[src/rtl/sseg_scan_controller.sv]
// sseg_scan_controller: double-buffered multiplexed seven-segment scan controller.
// Define SSEG_LEADING_ZERO_BLANK_EN to blank leading zero digits of each committed frame.
module sseg_scan_controller #(
  parameter int DIGITS      = 8,
  parameter int BITS        = 3,
  parameter int REFRESH_DIV = 500000
) (
  input  logic                clk,
  input  logic                reset_n,
  input  logic [4*DIGITS-1:0] digits_in,
  input  logic [DIGITS-1:0]   dp_in,
  input  logic                load,
  output logic [3:0]          num,
  output logic [BITS-1:0]     active_digit,
  output logic                DP_ctrl,
  output logic                en,
  output logic                pending,
  output logic                frame_done
);
  localparam int CW = $clog2(REFRESH_DIV);
  logic [CW-1:0]       r_cnt;
  logic [BITS-1:0]     r_idx;
  logic [3:0]          r_num;
  logic                r_dp;
  logic                r_en;
  logic                r_pending;
  logic                r_frame_done;
  logic                r_valid;
  logic [4*DIGITS-1:0] r_disp_dig;
  logic [4*DIGITS-1:0] r_pend_dig;
  logic [DIGITS-1:0]   r_disp_dp;
  logic [DIGITS-1:0]   r_pend_dp;
  logic                w_tick;
  logic                w_wrap;
  logic                w_commit;
  logic [BITS-1:0]     w_next;
  logic [4*DIGITS-1:0] w_src_dig;
  logic [DIGITS-1:0]   w_src_dp;
  logic [DIGITS-1:0]   w_src_blank;
  logic [3:0]          w_num;
  logic                w_dp;
  logic                w_blank;
  assign w_tick    = r_cnt == CW'(REFRESH_DIV - 1);
  assign w_wrap    = w_tick && r_idx == BITS'(DIGITS - 1);
  assign w_commit  = w_wrap && r_pending;
  assign w_next    = w_wrap ? '0 : r_idx + BITS'(1);
  // On a commit edge the new frame is already the source for digit 0.
  assign w_src_dig = w_commit ? r_pend_dig : r_disp_dig;
  assign w_src_dp  = w_commit ? r_pend_dp : r_disp_dp;
`ifdef SSEG_LEADING_ZERO_BLANK_EN
  logic [DIGITS-1:0] r_blank;
  logic [DIGITS-1:0] w_new_blank;
  logic              w_run;
  // A digit blanks only while every digit above it is also a blanked zero.
  always_comb begin
    w_new_blank = '0;
    w_run = 1'b1;
    for (int i = DIGITS - 1; i > 0; i--) begin
      w_run = w_run && r_pend_dig[4*i +: 4] == 4'd0 && !r_pend_dp[i];
      w_new_blank[i] = w_run;
    end
  end
  assign w_src_blank = w_commit ? w_new_blank : r_blank;
`else
  assign w_src_blank = '0;
`endif
  always_comb begin
    w_num = '0;
    w_dp = 1'b0;
    w_blank = 1'b0;
    for (int i = 0; i < DIGITS; i++)
      if (w_next == BITS'(i)) begin
        w_num = w_src_dig[4*i +: 4];
        w_dp = w_src_dp[i];
        w_blank = w_src_blank[i];
      end
  end
  always_ff @(posedge clk or negedge reset_n) begin
    if (!reset_n) begin
      r_cnt        <= '0;
      r_idx        <= '0;
      r_num        <= '0;
      r_dp         <= 1'b0;
      r_en         <= 1'b0;
      r_pending    <= 1'b0;
      r_frame_done <= 1'b0;
      r_valid      <= 1'b0;
      r_disp_dig   <= '0;
      r_pend_dig   <= '0;
      r_disp_dp    <= '0;
      r_pend_dp    <= '0;
`ifdef SSEG_LEADING_ZERO_BLANK_EN
      r_blank      <= '0;
`endif
    end else begin
      r_cnt        <= w_tick ? '0 : r_cnt + CW'(1);
      r_frame_done <= w_wrap;
      if (w_tick) begin
        r_idx <= w_next;
        r_num <= w_num;
        r_dp  <= w_dp;
        r_en  <= (w_commit || r_valid) && !w_blank;
      end
      if (w_commit) begin
        r_disp_dig <= r_pend_dig;
        r_disp_dp  <= r_pend_dp;
        r_valid    <= 1'b1;
`ifdef SSEG_LEADING_ZERO_BLANK_EN
        r_blank    <= w_new_blank;
`endif
      end
      if (load) begin
        r_pend_dig <= digits_in;
        r_pend_dp  <= dp_in;
        r_pending  <= 1'b1;
      end else if (w_commit) begin
        r_pending  <= 1'b0;
      end
    end
  end
  assign num          = r_num;
  assign active_digit = r_idx;
  assign DP_ctrl      = r_dp;
  assign en           = r_en;
  assign pending      = r_pending;
  assign frame_done   = r_frame_done;
endmodule

[config.mk]
export PLATFORM = sky130hd
export DESIGN_NAME = sseg_scan_controller
export DESIGN_NICKNAME = d
export VERILOG_FILES = /design/src/rtl/sseg_scan_controller.sv
export SDC_FILE = /design/constraint.sdc
export NUM_CORES = 1
export LEC_CHECK = 0
export ABC_AREA = 1
export BUFFER_PORTS_ARGS = -buffer_cell sky130_fd_sc_hd__buf_2
export CAP_MARGIN = 15
export CORE_MARGIN = 10
export CORE_UTILIZATION = 31
export CTS_BUF_LIST = sky130_fd_sc_hd__clkbuf_4 sky130_fd_sc_hd__clkbuf_8 sky130_fd_sc_hd__clkbuf_16
export DETAILED_ROUTE_END_ITERATION = 6
export GPL_TIMING_DRIVEN = 0
export SETUP_SLACK_MARGIN = 0.4
export SLEW_MARGIN = 20
export SYNTH_ARGS = -nofsm -noshare
export SYNTH_HDL_FRONTEND = slang
export SYNTH_SLANG_ARGS = --single-unit
[constraint.sdc]
create_clock -name clk -period 2 [get_ports clk]
set_clock_uncertainty 0.15 [all_clocks]
set_input_delay 0.2 -clock clk [delete_from_list [all_inputs] [get_ports clk]]
set_output_delay 0.2 -clock clk [all_outputs]
set_load 0.02 [all_outputs]
==> summary.md <==
| Metric | Value |
|---|---|
| Post-DRT Antenna Nets | 0 |
| CTS tree | done |
| H-tree levels | 3 |
| Final instance area | between 7000 and 8000 um^2 |
| Req. time, crit path | 2100 ps |
| FF-to-FF Start | r_cnt[12] |
| Worst setup EP type | flop |
| R2r setup slk | -410 ps |
| Worst Path Arrival | 2510 ps |
| CTS Buf Count | 9 |
| Met2 wire length | about 6300 um |
| Synth area leaders | dfrtp_1 55%, nand2_1 15%, inv_1 4.3%, nor2_1 4.3%, o21ai_0 3.0% |
| Die Wd | 148 um |
| Largest net degree at the start of global routing | 74 |
| Lkg Pwr | 3.75 nW |
| Grt total ovfl | 0 |
| Clk root buf | clkbuf_16 |
| Via count | approximately 4300 |
| Hold_sp | load |
| DIE AREA | 22000 um^2 |
| Total Wirelength | roughly 13000 um |
| Synthesized cell area | between 5000 and 6000 um^2 |
| VDD IR-drop max | slightly above 0.4 mV |
| Placed Area | 5740 um^2 |
| Top Metal Used | met4 |
| Yosys reg bits | 111 |
| Final worst slack | -414 ps |
| Post-Layout Cell Count | 981 |
| Initial DRC count | 287 |
| Post-synth EDFFs | 0 |
| Core Util, Final | 47.4% |
| Syn_area_per_cell | ~8.4 um^2 |
| Post-synthesis async set-or-reset flop share | 100% |
| WL met3 | 316 um |
| Mapped Nets | ~650 |
| Setup violations, final | 27 |
| Met1 wire length | 6350 um |
| Cell taking the most area after synthesis | dfrtp_1 |
| Critical path peak fanout | 5 |
| Dpl hpwl | around 8600 um |
| Vias in the first global route | 4334 |
| Failing checks | negative setup slack |
| Filler cells | ~1500 |
| Largest stage delay, worst path | between 400 and 500 ps |
| Share of layout cells above drive strength 1 | ~34% |
| Slowest cell on crit path | dfrtp_1 |
| Dominant synthesized flop cell | dfrtp_1 |
| Pre-CTS WS | -454 ps |
| Cell mode on critical path | nand2_1 |
| Residual DRC | 0 |
| Max-slew headroom at the worst pin | between 50% and 60% |
| Register area share after synthesis | 54.5% |
| F_max | 414 MHz |
| Max-slew violations | 0 |
| Initial core utilization | a little under a third |
| Layout area overhead | 48.8% |
| Placed Cells | approximately 870 |
| Num rows | 46 |
| Port Buf Inserts | 52 |
| Synth cell count leaders | 198 x nand2_1, 111 x dfrtp_1, 58 x inv_1, 58 x nor2_1, 31 x o21ai_0 |
| Worst-skew pair later-pin latency | roughly 360 ps |
| Routability cong. | around 0.79 |
| DR vias/cell | ~4.4 |
| Clock transition at path regs | about 70 ps |
| Synthesis Warnings | 0 |
| Post-route clock period utilization | 121% |
| # diodes | 0 |
| Worst setup path startpoint | r_cnt[12] |
| Pwr/cell area | around 600 nW/um^2 |
| Drt pass-1 iters | 4 |
| RSZ-0062 raised after global routing | true |
| Final hold slack | 107 ps |
| Yosys top cell area share | between 50% and 60% |
| Max Buffers Root-to-Sink | 2 |
| Worst-path cell chain | inv_2 > nand2_1 > nor2_4 > nand3_4 > nor2_8 > nand3_4 > buf_6 > buf_6 > buf_8 > nand2_4 > o21ai_4 > nand2_1 > nand4_1 > nand2_1 > nand2_1 > nand2_1 > nand2_1 |
| Fin nets | between 800 and 900 |
| DR WL/cell | about 14 um |
| First-pass GRT wire length | 21300 um |
| Critical path class | reg2reg |
| Total global-route track usage | between 10% and 20% |
| Fin. Hold Viols | 0 |
| Setup crit start kind | flop |
| HP Class | in2reg |
| Distinct cells, synth | 28 |
| Clock Sinks | approximately 110 |
| Count leader, synth | nand2_1 |
| Worst path buffer plus inverter count | 4 |
| Core Region | 16000 um^2 |
| Slew of the pin with the lowest slew margin | 606 ps |
| Mapped Cells | between 600 and 700 |
| Min Tclk post-route | about 2400 ps |
| Ports | 54 |
| Initial antenna violation count | 0 |
| Maxcap violations | 0 |
| CP top delay family | simple AND/OR/NAND/NOR gates |
| Die height | 148 um |
| Status | complete, but fails checks |
## logic make-up after synthesis
group / synth area share, %
and+or+nand+nor: 27.0
adders and majority gates: 1.72
buffers and inverters: 7.22
xor gates and xnor gates: 1.38
DFF: 54.5
AOI/OAI and AO/OA: 8.15
## routing by layer
| layer | track usage, % | vias to the layer above |
|---|---|---|
| met1 | 16.0 | 2045 |
| li1 | - | 2215 |
| met5 | 0 | - |
| met3 | 2.06 | 18 |
| met4 | 5.50 | 0 |
| met2 | 18.4 | 52 |
## path summary, 6_finish.rpt
| path | end | cells after the start |
|---|---|---|
| min | r_pend_dig[13] | 2 |
| max in group asynchronous | r_disp_dig[7] | 3 |
| max | num[2] | 17 |
| min reg2reg | r_valid | 2 |
| min in group asynchronous | r_cnt[3] | 2 |
| max reg2reg | num[2] | 17 |
## stage by stage
| step | total power, mW | setup TNS (ps) |
|---|---|---|
| after global routing | 4.74 | -9210 |
| after detailed placement | 2.61 | -2850 |
| after CTS | 4.62 | -2810 |
| after floorplan | 2.47 | -150 |
| after global placement | 2.59 | -93350 |
| final | 4.57 | -4290 |
## worst register-to-register path, cell delays in order, from the launching register on
cell and delay [ps]:
dfrtp_1 410, inv_2 90, nand2_1 90, nor2_4 150, nand3_4 110, nor2_8 160
nand3_4 140, buf_6 150, buf_6 120, buf_8 130, nand2_4 60, o21ai_4 50
nand2_1 60, nand4_1 110, nand2_1 110, nand2_1 70, nand2_1 80, nand2_1 50
## timing repair
action,CTS,global route
endpoints found under the hold margin,78,0
hold buffers,41,0
setup endpoints to repair,64,68
gates resized for setup,94,60
cloned,4,1
pin swaps,24,46
setup buffers,25,22
## final cells by class
type,count,area (um^2),share of cell area (%)
Buffer,21,185,2.44
Clock buffer,10,233,3.07
Clock inverter,5,83.8,1.11
Inverter,66,251,3.32
Multi-Input combinational cell,406,2510,33.1
Sequential cell,111,2780,36.7
Tap cell,216,270,3.56
Timing Repair Buffer,146,1270,16.7
## where the power goes
part / internal, mW / leakage, nW / total (mW) / switching (mW)
registers: 2.31 / 1.45 / 2.34 / 0.0268
clock network: 1.11 / 0.148 / 1.94 / 0.836
logic: 0.123 / 2.15 / 0.287 / 0.165
## cell usage in the layout (no fill, tap or decap), types with 10 or more instances in the layout
cell type      netlist  routed
buf_2                6      52
buf_4                1      35
buf_6                4      14
clkbuf_16            0      10
dfrtp_1            111     108
dlygate4sd3_1        0      41
inv_1               58      54
inv_2                7      10
nand2_1            198     159
nand2_2             14      33
nand2_4              1      18
nand4_1             19      19
nor2_1              58      45
o21ai_0             31      28
o21ai_2             13      14
o21ai_4              0      11
## state kept, by name, indices dropped and copies added (netlist names)
register      cells
active_digit      3
DP_ctrl           1
num               4
en                1
r_disp_dig       32
r_cnt            19
r_pend_dig       32
r_disp_dp         8
r_pend_dp         8
frame_done        1
r_valid           1
pending           1
Note: power is estimated with default switching activity, not from simulation.
